## src/rtl/shift_decode_stage.sv

```systemverilog
// Shift decode stage: decodes RV32 register/immediate shift instructions at the
// input and holds decoded operands in a 2-entry in-order buffer for the shifter.
module shift_decode_stage (
    input  logic        clk,
    input  logic        rst_n,
    input  logic        in_valid,
    output logic        in_ready,
    input  logic [31:0] in_inst,
    input  logic [31:0] in_rs1,
    input  logic [31:0] in_rs2,
    input  logic        flush,
    output logic        out_valid,
    input  logic        out_ready,
    output logic [31:0] out_data,
    output logic [4:0]  out_shamt,
    output logic        out_l_or_r,
    output logic        out_a_or_l,
    output logic [4:0]  out_rd,
    output logic        out_illegal
);

    typedef struct packed {
        logic [31:0] data;
        logic [4:0]  shamt;
        logic        l_or_r;
        logic        a_or_l;
        logic [4:0]  rd;
        logic        illegal;
    } entry_t;

    localparam logic [6:0] OP_REG = 7'b0110011;
    localparam logic [6:0] OP_IMM = 7'b0010011;

    entry_t      dec_d;
    entry_t      mem_q [2];
    logic        wr_ptr_q, wr_ptr_d;
    logic        rd_ptr_q, rd_ptr_d;
    logic [1:0]  count_q, count_d;
    logic        in_ready_q, in_ready_d;
    logic        out_valid_q, out_valid_d;
    logic        push, pop;

    logic [6:0]  opcode;
    logic [2:0]  funct3;
    logic [6:0]  funct7;
    logic        is_reg, is_imm;
    logic        unused_bits;

    assign opcode      = in_inst[6:0];
    assign funct3      = in_inst[14:12];
    assign funct7      = in_inst[31:25];
    assign is_reg      = (opcode == OP_REG);
    assign is_imm      = (opcode == OP_IMM);
    assign unused_bits = ^{in_inst[19:15], in_rs2[31:5]};

    // Decode the offered instruction into the stored entry format.
    // For the immediate form inst[25] is funct7[0], so a set bit fails every match.
    always_comb begin
        dec_d         = '0;
        dec_d.rd      = in_inst[11:7];
        dec_d.illegal = 1'b1;
        if (is_reg || is_imm) begin
            if (funct3 == 3'b001 && funct7 == 7'b0000000) begin
                dec_d.illegal = 1'b0;
                dec_d.l_or_r  = 1'b1;
            end else if (funct3 == 3'b101 && funct7 == 7'b0000000) begin
                dec_d.illegal = 1'b0;
            end else if (funct3 == 3'b101 && funct7 == 7'b0100000) begin
                dec_d.illegal = 1'b0;
                dec_d.a_or_l  = 1'b1;
            end
        end
        if (!dec_d.illegal) begin
            dec_d.data  = in_rs1;
            dec_d.shamt = is_reg ? in_rs2[4:0] : in_inst[24:20];
        end
    end

    assign push = in_valid && in_ready_q && !flush;
    assign pop  = out_valid_q && out_ready && !flush;

    // Next-state for pointers, occupancy and the registered handshake flags.
    always_comb begin
        wr_ptr_d = wr_ptr_q;
        rd_ptr_d = rd_ptr_q;
        count_d  = count_q;
        if (flush) begin
            wr_ptr_d = 1'b0;
            rd_ptr_d = 1'b0;
            count_d  = '0;
        end else begin
            if (push) wr_ptr_d = ~wr_ptr_q;
            if (pop)  rd_ptr_d = ~rd_ptr_q;
            case ({push, pop})
                2'b10:   count_d = count_q + 2'd1;
                2'b01:   count_d = count_q - 2'd1;
                default: count_d = count_q;
            endcase
        end
        in_ready_d  = (count_d < 2'd2);
        out_valid_d = (count_d != 2'd0);
    end

    // Control state with asynchronous clear.
    always_ff @(posedge clk or negedge rst_n) begin
        if (!rst_n) begin
            wr_ptr_q    <= 1'b0;
            rd_ptr_q    <= 1'b0;
            count_q     <= '0;
            in_ready_q  <= 1'b1;
            out_valid_q <= 1'b0;
        end else begin
            wr_ptr_q    <= wr_ptr_d;
            rd_ptr_q    <= rd_ptr_d;
            count_q     <= count_d;
            in_ready_q  <= in_ready_d;
            out_valid_q <= out_valid_d;
        end
    end

    // Entry storage; a write never touches the head slot unless it is being popped.
    always_ff @(posedge clk or negedge rst_n) begin
        if (!rst_n) begin
            for (int unsigned i = 0; i < 2; i++) mem_q[i] <= '0;
        end else if (push) begin
            mem_q[wr_ptr_q] <= dec_d;
        end
    end

    assign in_ready    = in_ready_q;
    assign out_valid   = out_valid_q;
    assign out_data    = mem_q[rd_ptr_q].data;
    assign out_shamt   = mem_q[rd_ptr_q].shamt;
    assign out_l_or_r  = mem_q[rd_ptr_q].l_or_r;
    assign out_a_or_l  = mem_q[rd_ptr_q].a_or_l;
    assign out_rd      = mem_q[rd_ptr_q].rd;
    assign out_illegal = mem_q[rd_ptr_q].illegal;

endmodule
```

## config.mk

```make
export PLATFORM = sky130hd
export DESIGN_NAME = shift_decode_stage
export DESIGN_NICKNAME = d
export VERILOG_FILES = /design/src/rtl/shift_decode_stage.sv
export SDC_FILE = /design/constraint.sdc
export NUM_CORES = 1
export LEC_CHECK = 0
export ABC_AREA = 1
export BUFFER_PORTS_ARGS = -buffer_cell sky130_fd_sc_hd__buf_2
export CAP_MARGIN = 5
export CORE_MARGIN = 2
export CORE_UTILIZATION = 50
export CTS_CLUSTER_SIZE = 20
export DETAILED_ROUTE_END_ITERATION = 16
export HOLD_SLACK_MARGIN = 0.08
export PLACE_DENSITY_LB_ADDON = 0.1
export SETUP_SLACK_MARGIN = 0.5
export SLEW_MARGIN = 20
export SYNTH_ARGS = -nofsm -noshare
export SYNTH_HDL_FRONTEND = slang
export SYNTH_SLANG_ARGS = --single-unit
```

## constraint.sdc

```tcl
create_clock -name clk -period 3.73 [get_ports clk]
set_clock_uncertainty 0.2 [all_clocks]
set_input_delay 0 -clock clk [delete_from_list [all_inputs] [get_ports clk]]
set_output_delay 0 -clock clk [all_outputs]
set_load 0.02 [all_outputs]
```

* Word-level counts from Yosys, hierarchy flattened *
Index checks and enable logic that the tools add are counted.

word-level totals
  output and inout bits = 47
  input port bits = 101
  register bits after elaboration = 96

cells by class
  $lt $le $gt $ge = 4
  reductions and logical operators = 14
  multiplexer cells = 23
  bitwise logic cells = 4
  $add $sub $neg = 2
  equality and inequality tests = 7

operators by type and width
  operator                                                   count
  two-way mux 45 bit                                         4
  bitwise mux 90 bit                                         1
  demux 45 bit (select 1 bit)                                1
  two-way mux 37 bit                                         1
  equality test 7 x 6 -> 1 bit (second input constant)       2
  two-way mux 1 bit                                          12
  logical AND 1 bit                                          8
  equality test 7 x 5 -> 1 bit (second input constant)       1
  zero test 7 bit                                            1
  nonzero test 2 bit                                         3
  two-way mux 5 bit                                          1
  greater-or-equal comparator 2 bit (second input constant)  2
  two-way mux 2 bit                                          2
  inverter 1 -> 2 bit                                        2
  case mux 2 bit (2 select lines)                            1
  equality test 3 x 1 -> 1 bit (second input constant)       1
  equality test 3 bit (second input constant)                1
  adder 2 x 1 -> 2 bit (second input constant)               1
  equality test 2 x 1 -> 1 bit (second input constant)       1
  equality test 2 bit (second input constant)                1
  < comparator 2 x 1 -> 1 bit (second input constant)        1
  < comparator 2 bit (second input constant)                 1
  inverter 1 bit                                             2
  subtractor 2 x 1 -> 2 bit (second input constant)          1
  2 further kinds                                            2

* Longest topological paths before layout *
  word-level depth = 8
  mapped depth = 10
  depth with buffers taken out = 10

* Worst setup path before layout *
Ideal clock, no wire load.

  path kind = register -> register
  from = register in_ready_q, in the netlist in_ready
  to = register out_valid_q, in the netlist out_valid
  period minus slack after synthesis = 1.780 ns
  cell stages (with the launch flop) = 10
  arrival time = 1.485 ns
  buffers on the path = 0
  slack = 1.950 ns
  cells stage by stage = dfstp_2 > nand3_2 > ha_1 > inv_1 > nand2_1 > nor2_1 > nor2_1 > nor2_1 > nand2_1 > o31ai_1

on the way
  cells in the longest elaborated chain, start to end = 6
  elaborated cells between the ends (all ways) = 7

RTL lines
  item                                                                        line  RTL
  from (decl)                                                                 39    logic in_ready_q, in_ready_d;
  from (signal assigned)                                                      116   in_ready_q <= in_ready_d;
  logical AND 1 bit (*) (2 in a row)                                          79    assign push = in_valid && in_ready_q && !flush;
  equality test 2 x 1 -> 1 bit / equality test 2 bit (equally long branches)  94    case ({push, pop})
  case mux 2 bit (2 select lines) (*)                                         94
  two-way mux 2 bit (*)                                                       87    if (flush) begin
  nonzero test 2 bit (*)                                                      101   out_valid_d = (count_d != 2'd0);
  named net out_valid_d                                                       40    logic out_valid_q, out_valid_d;
  to (signal assigned)                                                        117   out_valid_q <= out_valid_d;
  to (decl)                                                                   40

The timed path passes the listed nets; every way through them passes the cells marked *.
A chain may end at the register's enable or synchronous reset.

* Final worst setup path *
  from = input port in_inst[25]
  to = register mem_q[89] (netlist bit)

on the way
  cells in the longest elaborated chain, start to end = 8
  elaborated cells between the ends (all ways) = 11

RTL lines
  item                             line  RTL
  from (decl)                      8     input logic [31:0] in_inst,
  equality test 7 x 6 -> 1 bit     68    end else if (funct3 == 3'b101 && funct7 == 7'b0100000) begin
  logical AND 1 bit                68
  two-way mux 1 bit                68
  two-way mux 1 bit                66    end else if (funct3 == 3'b101 && funct7 == 7'b0000000) begin
  two-way mux 1 bit (*)            63    if (funct3 == 3'b001 && funct7 == 7'b0000000) begin
  two-way mux 1 bit (*)            62    if (is_reg || is_imm) begin
  two-way mux 37 bit (*)           73    if (!dec_d.illegal) begin
  bitwise mux 90 bit (*)           126   mem_q[wr_ptr_q] <= dec_d;
  to (signal, indexed assignment)  126
  to (decl)                        35    entry_t mem_q [2];

Every way passes the cells marked *; elsewhere a longest branch is shown, timed or not.

==> summary.md <==
| Metric | Value |
|---|---|
| Part of the total power dissipated in combinational logic | 0.145 |
| Number of antenna violations at the first check in global routing | 0 |
| Timing-limited maximum frequency | 345 MHz |
| Clock latency on the worst-skew pair | 0.35 ns |
| Synthesized flop and latch total | 96 |
| Utilization of the core after routing | 0.661 |
| Register area share after synthesis | 0.512 |
| Post-CTS setup repair buffer count | 0 |
| Largest area contributor in the netlist | sky130_fd_sc_hd__dfrtp_1 |
| Register cell area after layout | 2400 um2 |
| Top-count cell post-synth | sky130_fd_sc_hd__nand2_1 |
| Yosys top cell area share | 0.506 |
| Die height | 101 um |
| Number of max-cap violations | 0 |
| Internal Dissipation | 1.54 mW |
| Clock root cell | sky130_fd_sc_hd__clkbuf_8 |
| Final weighted congestion in routability-driven placement | 0.754 |
| Time the final worst path needs with I/O delays and setup | 2.90 ns |
| Crit path capture type | flip-flop |
| Number of nets produced by synthesis | 706 |
| Total I/O pin count | 148 |
| Via count of the routed design | 4,394 |
| Peak VDD IR | 174 uV |
| Area used by multi-input combinational logic | 1990 um2 |
| Ys async rst share | 1.00 |
| Setup slack, reg-to-reg | 1.83 ns |
| Initial cell density of the core | 0.513 |
| Met2 capacity usage during global routing | 0.431 |
| # H-tree levels | 3 |
| Combined area of all synthesized cells | 4690 um2 |
| Final routed wirelength across all metal layers | 11,900 um |
| Number of clock sinks seen by CTS | 96 |
| GR Util met1 | 0.322 |
| Initial DRT Pass Iterations | 4 |
| Number of nets at the end of the flow | 861 |
| Number of antenna-violating nets in the routed design | 0 |
| Total of buffers placed on input and output ports | 115 |
| Relative slew margins | 0.364 |
| Met3 GRT Util | 0.0312 |
| Maximum number of pins on one net before global-route repair | 73 |
| Commonest cells in the netlist | 325 x sky130_fd_sc_hd__nand2_1, 95 x sky130_fd_sc_hd__dfrtp_1, 58 x sky130_fd_sc_hd__nand3_1, 26 x sky130_fd_sc_hd__nand3_2, 22 x sky130_fd_sc_hd__buf_2 |
| Largest cells by area after synthesis | sky130_fd_sc_hd__dfrtp_1 51%, sky130_fd_sc_hd__nand2_1 26%, sky130_fd_sc_hd__nand3_1 6.2% |
| Run status | finished clean |
| Fraction of power consumed by the clock network | 0.333 |
| Layout Cells excl Fill | 875 |
| Most used routing layer in global routing | met2 |
| Area growth syn-to-layout | 28.8% |
| Worst Tran Pin Value | 0.953 ns |
| Leakage power | 3.48 nW |
| Setup TNS | 0 ns |
| Vias per Instance | 5.02 |
| Fin. Hold Viols | 0 |
| Switching power as a share of total power | 0.268 |
| Max Fanout on Critical Path | 41 |
| Seq pwr share | 0.522 |
| Placed wire-length estimate | 6830 um |
| Cell count after placement | 800 |
| Clock-pin slew on the worst setup and hold paths | 0.09 ns |
| Setup crit start kind | input pin |
| Setup repair after global routing missed its margin | false |
| Final worst-path cycle share | 0.778 |
| Floorplan die area | 10,200 um2 |
| Share of post-route cells with drive strength above 1 | 0.226 |
| Total CTS buffers | 9 |
| Netlist cell types | 20 |
| Gate count of the mapped netlist | 604 |
| Depth of the most critical reg-to-reg path | 9 |
| Data arrival time of the worst path | 2.98 ns |
| Antenna Diode Count | 0 |
| WS Path Type | in2reg |
| Maximum clock path buffer count | 2 |
| Gr usage total | 0.245 |
| Setup Viol. Count Final | 0 |
| Ys Warns | 0 |
| Fill cell count | 798 |
| Total global routing overflow | 0 |
| First-pass GRT wire length | 20,000 um |
| Net switching component of the power | 563 uW |
| Post-detailed-route DRC marker count | 0 |
| Number of enable-type register cells in the synthesized netlist | 0 |
| Power per standard cell area | 348 nW/um2 |
| Number of global-route vias before repair | 4,334 |
| Overall die width | 101 um |
| Std-Cell Rows | 35 |
| Slew Viols, Final | 0 |
| Worst min path class | in2async |
| Core Footprint | 9150 um2 |
| Final routed wire length divided by cell count | 13.6 um |
| Req. time, crit path | 3.81 ns |
| Clock tree from TritonCTS | yes |
| First DRT Iteration DRCs | 208 |
| Mean area per synthesized cell | 7.77 um2 |
| Top flip-flop cell by instance count after synthesis | sky130_fd_sc_hd__dfrtp_1 |
-- final cells by class --
class / count / area share
well taps: 111 / 0.0230
clock inverters: 4 / 0.00869
repair buffers: 180 / 0.203
flip-flops and latches: 96 / 0.397
inverters: 21 / 0.0130
multi-input cells: 451 / 0.329
clock buffers: 12 / 0.0257
-- power by group through the flow --
stage               Clock (mW)  Sequential [mW]  Combinational (mW)
global route             0.764             1.10               0.337
floorplan                    0             1.12               0.142
detailed placement           0             1.12               0.261
global placement             0             1.12               0.257
finish                   0.701             1.10               0.305
CTS                      0.717             1.10               0.308
-- cells in the final DEF (no fill, tap or decap), drive strengths merged --
cell type,count
dfstp,1
dlygate4sd3,59
nor3,1
o31ai,1
o21ai,13
inv,21
buf,121
ha,1
nand2,326
a21oi,3
nand3,84
nor2,22
bufinv,1
clkbuf,12
clkinvlp,3
dfrtp,95
-- worst max-delay path, stage by stage --
cell and delay [ns]:
sky130_fd_sc_hd__dlygate4sd3_1 0.53, sky130_fd_sc_hd__buf_2 0.12, sky130_fd_sc_hd__nor2_1 0.07, sky130_fd_sc_hd__dlygate4sd3_1 0.55, sky130_fd_sc_hd__nand2_1 0.06, sky130_fd_sc_hd__dlygate4sd3_1 0.55, sky130_fd_sc_hd__nor2_1 0.11, sky130_fd_sc_hd__nand2_1 0.10
sky130_fd_sc_hd__nand2_4 0.40, sky130_fd_sc_hd__buf_12 0.29, sky130_fd_sc_hd__nand3_1 0.10, sky130_fd_sc_hd__nand2_1 0.09
-- timing repair --
action,in CTS,in global routing
hold endpoints to repair,165,0
resized for setup,0,1
setup endpoints to repair,0,36
hold buffers,59,0
-- metrics by stage --
stage          hold WS [ns]  area [um2]  setup WS [ns]  total power [mW]
2_1_floorplan        -0.496        4690           1.95              1.26
4_1_cts               0.167        6040          0.599              2.12
6_report              0.101        6050          0.829              2.10
3_3_place_gp        -0.0117        5240           1.81              1.37
5_1_grt               0.194        6050          0.652              2.20
3_5_place_dp       -0.00408        5240           1.79              1.38
-- final timing paths --
kind,end,from
worst max register to register,out_valid,in_ready
worst max-delay path,mem_q[89],in_inst[25]
worst min register to register,mem_q[11],mem_q[11]
min in group clk,count_q[0],flush
max in group asynchronous,mem_q[15],rst_n
worst min-delay path,mem_q[11],rst_n
-- sequential cells by signal (all words and copies together), names as in the netlist --
name and flops:
rd_ptr_q 1, count_q 2, in_ready 1, mem_q 90
wr_ptr_q 1, out_valid 1
-- routing by layer --
layer | wire (um) | vias to the layer above
met5 | 0 | -
met4 | 58 | 0
li1 | - | 2180
met2 | 6080 | 108
met1 | 5200 | 2102
met3 | 523 | 4
-- cell families after synthesis --
kind of cell / share of synthesized area
adders and majority gates: 0.00266
DFF: 0.512
buffers and inverters: 0.0669
AOI/OAI and AO/OA: 0.0187
and+or+nand+nor: 0.400
Note: power is estimated with default switching activity, not from simulation.
